File: src/rtl/jtkiwi_pkg.sv
// jtkiwi_pkg: shared region codes, constants and map decode for the Kiwi sound bus
package jtkiwi_pkg;
   typedef enum logic [2:0] {REG_NONE, REG_ROM, REG_BANK, REG_FM, REG_CAB, REG_RAM} region_t;
   localparam logic [15:0] BANK_BASE    = 16'h8000;
   localparam int          PULSE_LEN    = 16;
   localparam logic [7:0]  VEC_BASE_DEF = 8'hF0;
   function automatic region_t decode(input logic [3:0] nib);
      return nib < 4'hA ? REG_ROM : nib == 4'hA ? REG_BANK : nib == 4'hB ? REG_FM :
             nib == 4'hC ? REG_CAB : nib == 4'hF ? REG_NONE : REG_RAM;
   endfunction
endpackage

File: src/rtl/jtkiwi_irqctl.sv
// jtkiwi_irqctl: rising-edge IRQ latch, fixed-priority IM2 vector and INT output
module jtkiwi_irqctl
   import jtkiwi_pkg::*;
#(
   parameter int         IRQN     = 2,
   parameter int         IRQ_M1   = 0,
   parameter logic [7:0] VEC_BASE = VEC_BASE_DEF
)(
   input  logic            clk,
   input  logic            rst,
   input  logic [IRQN-1:0] i_src,
   input  logic            i_iorq_n,
   input  logic            i_m1_n,
   output logic            o_ack,
   output logic [7:0]      o_vec,
   output logic            o_int_n
);
   localparam int IW = $clog2(IRQN + 1);
   logic [IRQN-1:0] r_src_l, r_pend, w_clr;
   logic [IW-1:0]   w_idx;
   logic [7:0]      r_vec;
   logic            w_ack_c, w_ack_rise, r_ack_l;
   assign w_ack_c    = ~i_iorq_n & (IRQ_M1 == 0 || !i_m1_n);
   assign w_ack_rise = w_ack_c & ~r_ack_l;
   // index IRQN means nothing pending and also selects the spare vector
   always_comb begin
      w_idx = IW'(IRQN);
      for (int i = IRQN - 1; i >= 0; i--) w_idx = r_pend[i] ? IW'(i) : w_idx;
   end
   assign w_clr = w_ack_rise ? IRQN'(1) << w_idx : '0;
   always_ff @(posedge clk or posedge rst)
      if (rst) begin
         r_src_l <= '0;
         r_pend  <= '0;
         r_ack_l <= 1'b0;
         r_vec   <= 8'd0;
      end else begin
         r_src_l <= i_src;
         r_ack_l <= w_ack_c;
         r_pend  <= (r_pend & ~w_clr) | (i_src & ~r_src_l);
         if (w_ack_rise) r_vec <= VEC_BASE + 8'(2 * w_idx);
      end
   assign o_ack   = r_ack_l;
   assign o_vec   = r_vec;
   assign o_int_n = ~|r_pend;
endmodule

File: src/rtl/jtkiwi_sndbus.sv
// jtkiwi_sndbus: Kiwi sound Z80 bus decode, bank/MCU latch, device wait and IRQ control
// Define JTKIWI_WDOG_EN to add the LVBL watchdog driving o_wdog_rst.
module jtkiwi_sndbus
   import jtkiwi_pkg::*;
#(
   parameter int         BANKW    = 2,
   parameter int         IRQN     = 2,
   parameter int         IRQ_M1   = 0,
   parameter logic [7:0] VEC_BASE = VEC_BASE_DEF,
   parameter int         WDOG_LIM = 8,
   localparam int        ROMW     = (BANKW > 2) ? 14 + BANKW : 16
)(
   input  logic             clk,
   input  logic             rst,
   input  logic             i_cen,
   input  logic [15:0]      i_a,
   input  logic             i_mreq_n,
   input  logic             i_rfsh_n,
   input  logic             i_iorq_n,
   input  logic             i_m1_n,
   input  logic             i_rd_n,
   input  logic             i_wr_n,
   input  logic [7:0]       i_cpu_dout,
   output logic [7:0]       o_cpu_din,
   output logic [ROMW-1:0]  o_rom_addr,
   output logic             o_rom_cs,
   input  logic [7:0]       i_rom_data,
   output logic             o_ram_cs,
   input  logic [7:0]       i_ram_dout,
   input  logic             i_shram_busy,
   output logic             o_fm_cs,
   input  logic [7:0]       i_fm_dout,
   output logic             o_cab_cs,
   input  logic [7:0]       i_cab_dout,
   output logic             o_dev_busy,
   output logic [BANKW-1:0] o_bank,
   output logic             o_mcu_rst,
   input  logic [IRQN-1:0]  i_irq_src,
   output logic             o_int_n,
   input  logic             i_lvbl,
   output logic             o_wdog_rst
);
   region_t          w_reg;
   logic             w_mem_acc, w_bank_wr, w_fm_rise, w_ack, w_unused;
   logic [7:0]       w_vec, r_din;
   logic [ROMW-1:0]  w_rom_addr, r_rom_addr;
   logic             r_rom_cs, r_ram_cs, r_fm_cs, r_cab_cs, r_bank_cs;
   logic             r_fm_l, r_fm_arm, r_fm_busy, r_mcu;
   logic [BANKW-1:0] r_bank;
   assign w_reg      = decode(i_a[15:12]);
   assign w_mem_acc  = ~i_mreq_n & i_rfsh_n;
   assign w_bank_wr  = r_bank_cs & ~i_wr_n;
   assign w_fm_rise  = r_fm_cs & ~r_fm_l;
   assign w_rom_addr = i_a[15] ? ROMW'(BANK_BASE) + ROMW'({r_bank, i_a[12:0]}) : ROMW'(i_a[14:0]);
   assign w_unused   = ^{i_rd_n, i_lvbl, i_cpu_dout, WDOG_LIM[0]};
   always_ff @(posedge clk or posedge rst)
      if (rst) begin
         {r_rom_cs, r_ram_cs, r_fm_cs, r_cab_cs, r_bank_cs} <= '0;
         {r_fm_l, r_fm_arm, r_fm_busy, r_mcu} <= '0;
         r_rom_addr <= '0;
         r_bank     <= '0;
         r_din      <= 8'd0;
      end else begin
         r_rom_cs   <= w_mem_acc && w_reg == REG_ROM;
         r_bank_cs  <= w_mem_acc && w_reg == REG_BANK;
         r_fm_cs    <= w_mem_acc && w_reg == REG_FM;
         r_cab_cs   <= w_mem_acc && w_reg == REG_CAB;
         r_ram_cs   <= w_mem_acc && w_reg == REG_RAM;
         r_rom_addr <= w_rom_addr;
         if (w_bank_wr) {r_mcu, r_bank} <= i_cpu_dout[BANKW:0];
         r_din <= r_rom_cs ? i_rom_data : r_ram_cs ? i_ram_dout : r_fm_cs ? i_fm_dout :
                  r_cab_cs ? i_cab_dout : w_ack ? w_vec : 8'd0;
         r_fm_l <= r_fm_cs;
         // a new FM access arms one busy cen period, held until the next cen
         if (i_cen) begin
            r_fm_busy <= r_fm_arm | w_fm_rise;
            r_fm_arm  <= 1'b0;
         end else if (w_fm_rise) r_fm_arm <= 1'b1;
      end
   assign o_rom_cs   = r_rom_cs;
   assign o_ram_cs   = r_ram_cs;
   assign o_fm_cs    = r_fm_cs;
   assign o_cab_cs   = r_cab_cs;
   assign o_rom_addr = r_rom_addr;
   assign o_bank     = r_bank;
   assign o_mcu_rst  = r_mcu;
   assign o_cpu_din  = r_din;
   assign o_dev_busy = (r_ram_cs & i_shram_busy) | r_fm_busy;
   jtkiwi_irqctl #(.IRQN(IRQN), .IRQ_M1(IRQ_M1), .VEC_BASE(VEC_BASE)) u_irq (
      .clk, .rst, .i_src(i_irq_src), .i_iorq_n, .i_m1_n,
      .o_ack(w_ack), .o_vec(w_vec), .o_int_n
   );
`ifdef JTKIWI_WDOG_EN
   logic       r_lvbl_l;
   logic [7:0] r_wcnt;
   logic [4:0] r_wtmr;
   always_ff @(posedge clk or posedge rst)
      if (rst) begin
         r_lvbl_l <= 1'b0;
         r_wcnt   <= 8'd0;
         r_wtmr   <= 5'd0;
      end else begin
         r_lvbl_l <= i_lvbl;
         r_wtmr   <= r_wtmr != 5'd0 ? r_wtmr - 5'd1 : 5'd0;
         if (w_bank_wr) r_wcnt <= 8'd0;
         else if (r_wcnt == 8'(WDOG_LIM)) begin
            r_wcnt <= 8'd0;
            r_wtmr <= 5'(PULSE_LEN);
         end else if (r_lvbl_l && !i_lvbl) r_wcnt <= r_wcnt + 8'd1;
      end
   assign o_wdog_rst = r_wtmr != 5'd0;
`else
   assign o_wdog_rst = 1'b0;
`endif
endmodule
File: config.mk
export PLATFORM = sky130hd
export DESIGN_NAME = jtkiwi_sndbus
export DESIGN_NICKNAME = d
export VERILOG_FILES = /design/src/rtl/jtkiwi_pkg.sv /design/src/rtl/jtkiwi_irqctl.sv /design/src/rtl/jtkiwi_sndbus.sv
export SDC_FILE = /design/constraint.sdc
export NUM_CORES = 1
export LEC_CHECK = 0
export ABC_AREA = 1
export CAP_MARGIN = 10
export CORE_ASPECT_RATIO = 1.5
export CORE_MARGIN = 1
export CORE_UTILIZATION = 41
export CTS_CLUSTER_DIAMETER = 80
export DETAILED_ROUTE_END_ITERATION = 16
export GPL_TIMING_DRIVEN = 1
export PLACE_DENSITY = 0.85
export SLEW_MARGIN = 20
export SYNTH_ARGS = -nofsm -noshare
export SYNTH_HDL_FRONTEND = slang
export SYNTH_HIERARCHICAL = 1
export SYNTH_SLANG_ARGS = --single-unit
File: constraint.sdc
create_clock -name clk -period 2.5 [get_ports clk]
set_clock_uncertainty 0.1 [all_clocks]
set_input_delay 0.375 -clock clk [delete_from_list [all_inputs] [get_ports clk]]
set_output_delay 0.375 -clock clk [all_outputs]
set_load 0.005 [all_outputs]
==> results <==
- The run finished with clean final reports.
- The most frequent standard cell in the layout excluding fill and tap cells is clkdlybuf4s50_1.
- Clock tree synthesis selected as its root buffer the cell clkbuf_8.
- After routing the design area is about 2800 um2.
- The maximum cell stage delay along the critical path is 0.64 ns.
- The critical path required time is 2.03 ns.
- The worst-case setup slack after placement is roughly 0.6 ns.
- In this run the worst hold path is classified as input pin to asynchronous set/reset pin.
- Buffers inserted during clock tree synthesis total 5.
- The final total negative setup slack is 0 ns.
- In this run the power density over the cells is 524 nW/um2.
- The clock net in this run drives a total of between 40 and 50 sinks.
- The count of buffers added on input and output ports is 93.
- The average via count per standard cell is 4.66.
- Leaving out fill and tap cells, the most frequent cells in the layout are clkdlybuf4s50_1, nand2_1, dfrtp_1.
- The number of global-route vias before repair is 1448.
- The worst-case hold slack is 0.238 ns.
- Entering global routing, the biggest net connects 36 pins.
- Traced cell by cell, the critical path runs through clkdlybuf4s50_1.
- In this run the critical register-to-register path is launched from o_cab_cs.
- In the routed design, unresolved DRC markers number 0.
- Along the worst path, the maximum fanout reaches 17.
- The tool flagged a number of max-cap violations equal to 0.
- The clock passes through at most 2 buffers.
- In this run the worst setup path begins at o_rom_cs.
- The critical path data arrival time is 1.56 ns.
- The die covers about 4700 um2.
- The fraction of the core area covered by cells at the end of the flow is 66.3%.
- Setup repair after global routing left no endpoint under its margin.
- Derived from the worst setup path, the maximum achievable clock frequency is roughly 490 MHz.
- Each instance of the synthesized netlist takes up on average 8.86 um2.
- The count of non-filler cells in the finished layout is 343.
- The violation count after the first detailed-route iteration is 49.
- The category of cells accounting for the largest share of critical-path delay is flip-flops.
- The layout cell share with drive strength beyond 1 is 6.40%.
- The number of antenna diodes in the final layout is 0.
- The number of inserted filler cells in the final layout is 340.
- The instance count after placement with tap cells included is between 300 and 400.
- The sort of element at the start of the critical path is a register.
- After detailed routing, the total wire length is 4050 um.
- The post-synthesis instance area is between 1500 and 2000 um2.
- In the final routed layout, each cell accounts on average for 11.8 um.
- The initial utilization of the core area, before any placement, comes to 43.0%.
- The critical path capture point type is a primary output.
- The post-detailed-route count of antenna-violating nets is 0.
- The worst-case setup margin in the final layout is approximately 0.46 ns.
- The setup path with the least slack is of type register to primary output.
- The setup fix buffers added after clock tree synthesis is 0.
- The count of vias placed by the detailed router is 1598.
- The final weighted congestion in routability-driven placement is about 0.82.
- The detailed-routing iteration count for the pre-antenna-repair pass is 4.
- The cell count after synthesis is 206.
- In this run the count of I/O pins placed on the die edge is 103.
- Power comes to 1.48 mW.
- The max-slew violation total from the final report is 0.
- Summed over all layers, the global routing overflow is 0.
- The width of the die is 56.5 um.
- For this run, the number of Yosys warnings is 6.
- The shortest period the worst path allows is 2.04 ns.
- TritonCTS built the clock tree.
- The count of cells resized by post-cts repair is 0.
- The final number of hold-violating endpoints is 0.
- For this run, the register share of the synthesized area comes to 59.0%.
- The ratio of final minimum period to clock period is 81.4%.
- The leakage power is 1.36 nW.
- After clock tree synthesis, the flow added hold-fix buffers numbering 0.
- The depth of the CTS H-tree is 2.
- At the end of the flow, the number of nets in the layout was between 300 and 400.
- The number of different library cells used by synthesis comes to 18.
- The placement row count is 29.
- From synthesis to final layout, the design area changed by 54.3%.
- The number of antenna violations at the first check in global routing was 0.
- The area of the placeable core is roughly 4200 um2.
- The clock edge transition at the registers on the reported setup and hold paths is 0.08 ns.
- The post-detailed-placement cell area is 2720 um2.
- The worst-case IR drop observed on VDD is 0.459 mV.
- Setup violations remaining at the end of the flow were counted as 0.
- The first global-routing pass estimated 6500 um of wire.
- The number of buffers and inverters on the critical path is 1.
- The estimated wirelength of the detail-placed design is 3170 um.
- The cell at the slowest stage of the critical path is dfrtp_1.
- The synthesized design contains 43 register bits.
- The later-pin clock latency in the skew report is 0.29 ns.
- In this run the vertical extent of the chip is 83.7 um.
- The combined global-route utilization of all metal layers is 17.7%.
==> final cells by class <==
cell class / instances / area (um2) / share of cell area (%)
multi-input combinational: 133 / 572 / 20.3
sequential: 43 / 1080 / 38.2
clock inverter: 3 / 23.8 / 0.844
inverter: 19 / 78.8 / 2.80
clock buffer: 5 / 68.8 / 2.44
tap: 46 / 57.6 / 2.04
timing repair buffer: 94 / 938 / 33.3
==> kinds of logic after synthesis <==
| group | count (synthesis) | synth area share [%] |
|---|---|---|
| multiplexers | 3 | 1.85 |
| AND/OR/NAND/NOR | 112 | 24.4 |
| other | 2 | 0.412 |
| AO/OA/AOI/OAI | 15 | 4.46 |
| flip-flops | 43 | 59.0 |
| buffers and inverters | 31 | 9.88 |
==> registers in the layout, summed over array words and instances (netlist names) <==
register,count
r_fm_busy,1
o_bank,2
u_irq/r_pend,2
o_cab_cs,1
r_bank_cs,1
o_ram_cs,1
r_fm_l,1
o_fm_cs,1
o_rom_addr,16
o_rom_cs,1
u_irq/o_vec,3
r_fm_arm,1
u_irq/r_src_l,2
o_cpu_din,8
u_irq/o_ack,1
o_mcu_rst,1
==> path summary, 6_finish.rpt <==
check,slack [ns],end,cells past startpoint
max,0.46,o_rom_cs,1
min,0.24,u_irq/r_src_l[1],2
max reg2reg,1.26,o_cpu_din[2],7
min reg2reg,0.33,u_irq/r_pend[0],1
max in group asynchronous,1.61,o_fm_cs,3
min in group clk,0.33,u_irq/r_pend[0],1
==> cells in the mapped netlist <==
cell type | number | area, um2
mux2_2 | 3 | 33.8
nand2_1 | 75 | 282
o21bai_2 | 1 | 11.3
a21oi_1 | 8 | 40.0
inv_1 | 15 | 56.3
o21ai_0 | 6 | 30.0
nand3_1 | 9 | 45.0
inv_8 | 1 | 11.3
nor2_1 | 21 | 78.8
nand4_1 | 1 | 6.26
buf_6 | 3 | 33.8
dfrtp_1 | 43 | 1080
or2_1 | 1 | 6.26
conb_1 | 2 | 7.51
buf_4 | 9 | 67.6
nor2_2 | 2 | 12.5
nor3_1 | 3 | 15.0
inv_2 | 3 | 11.3
==> layer usage <==
metal  track usage (%)  vias up  part of all wire, %
met2              31.1       65                   53
met1              20.1      726                   38
li1                  -      797                    -
met4              7.76        0                  3.0
met3              3.88       10                  5.6
met5                 0        -                    0
==> power breakdown <==
group / switching [mW] / internal (mW) / total, mW
clock network: 0.244 / 0.200 / 0.444
logic: 0.0892 / 0.175 / 0.265
registers: 0.0254 / 0.742 / 0.768
total: 0.359 / 1.12 / 1.48
Note: power is estimated with default switching activity, not from simulation.
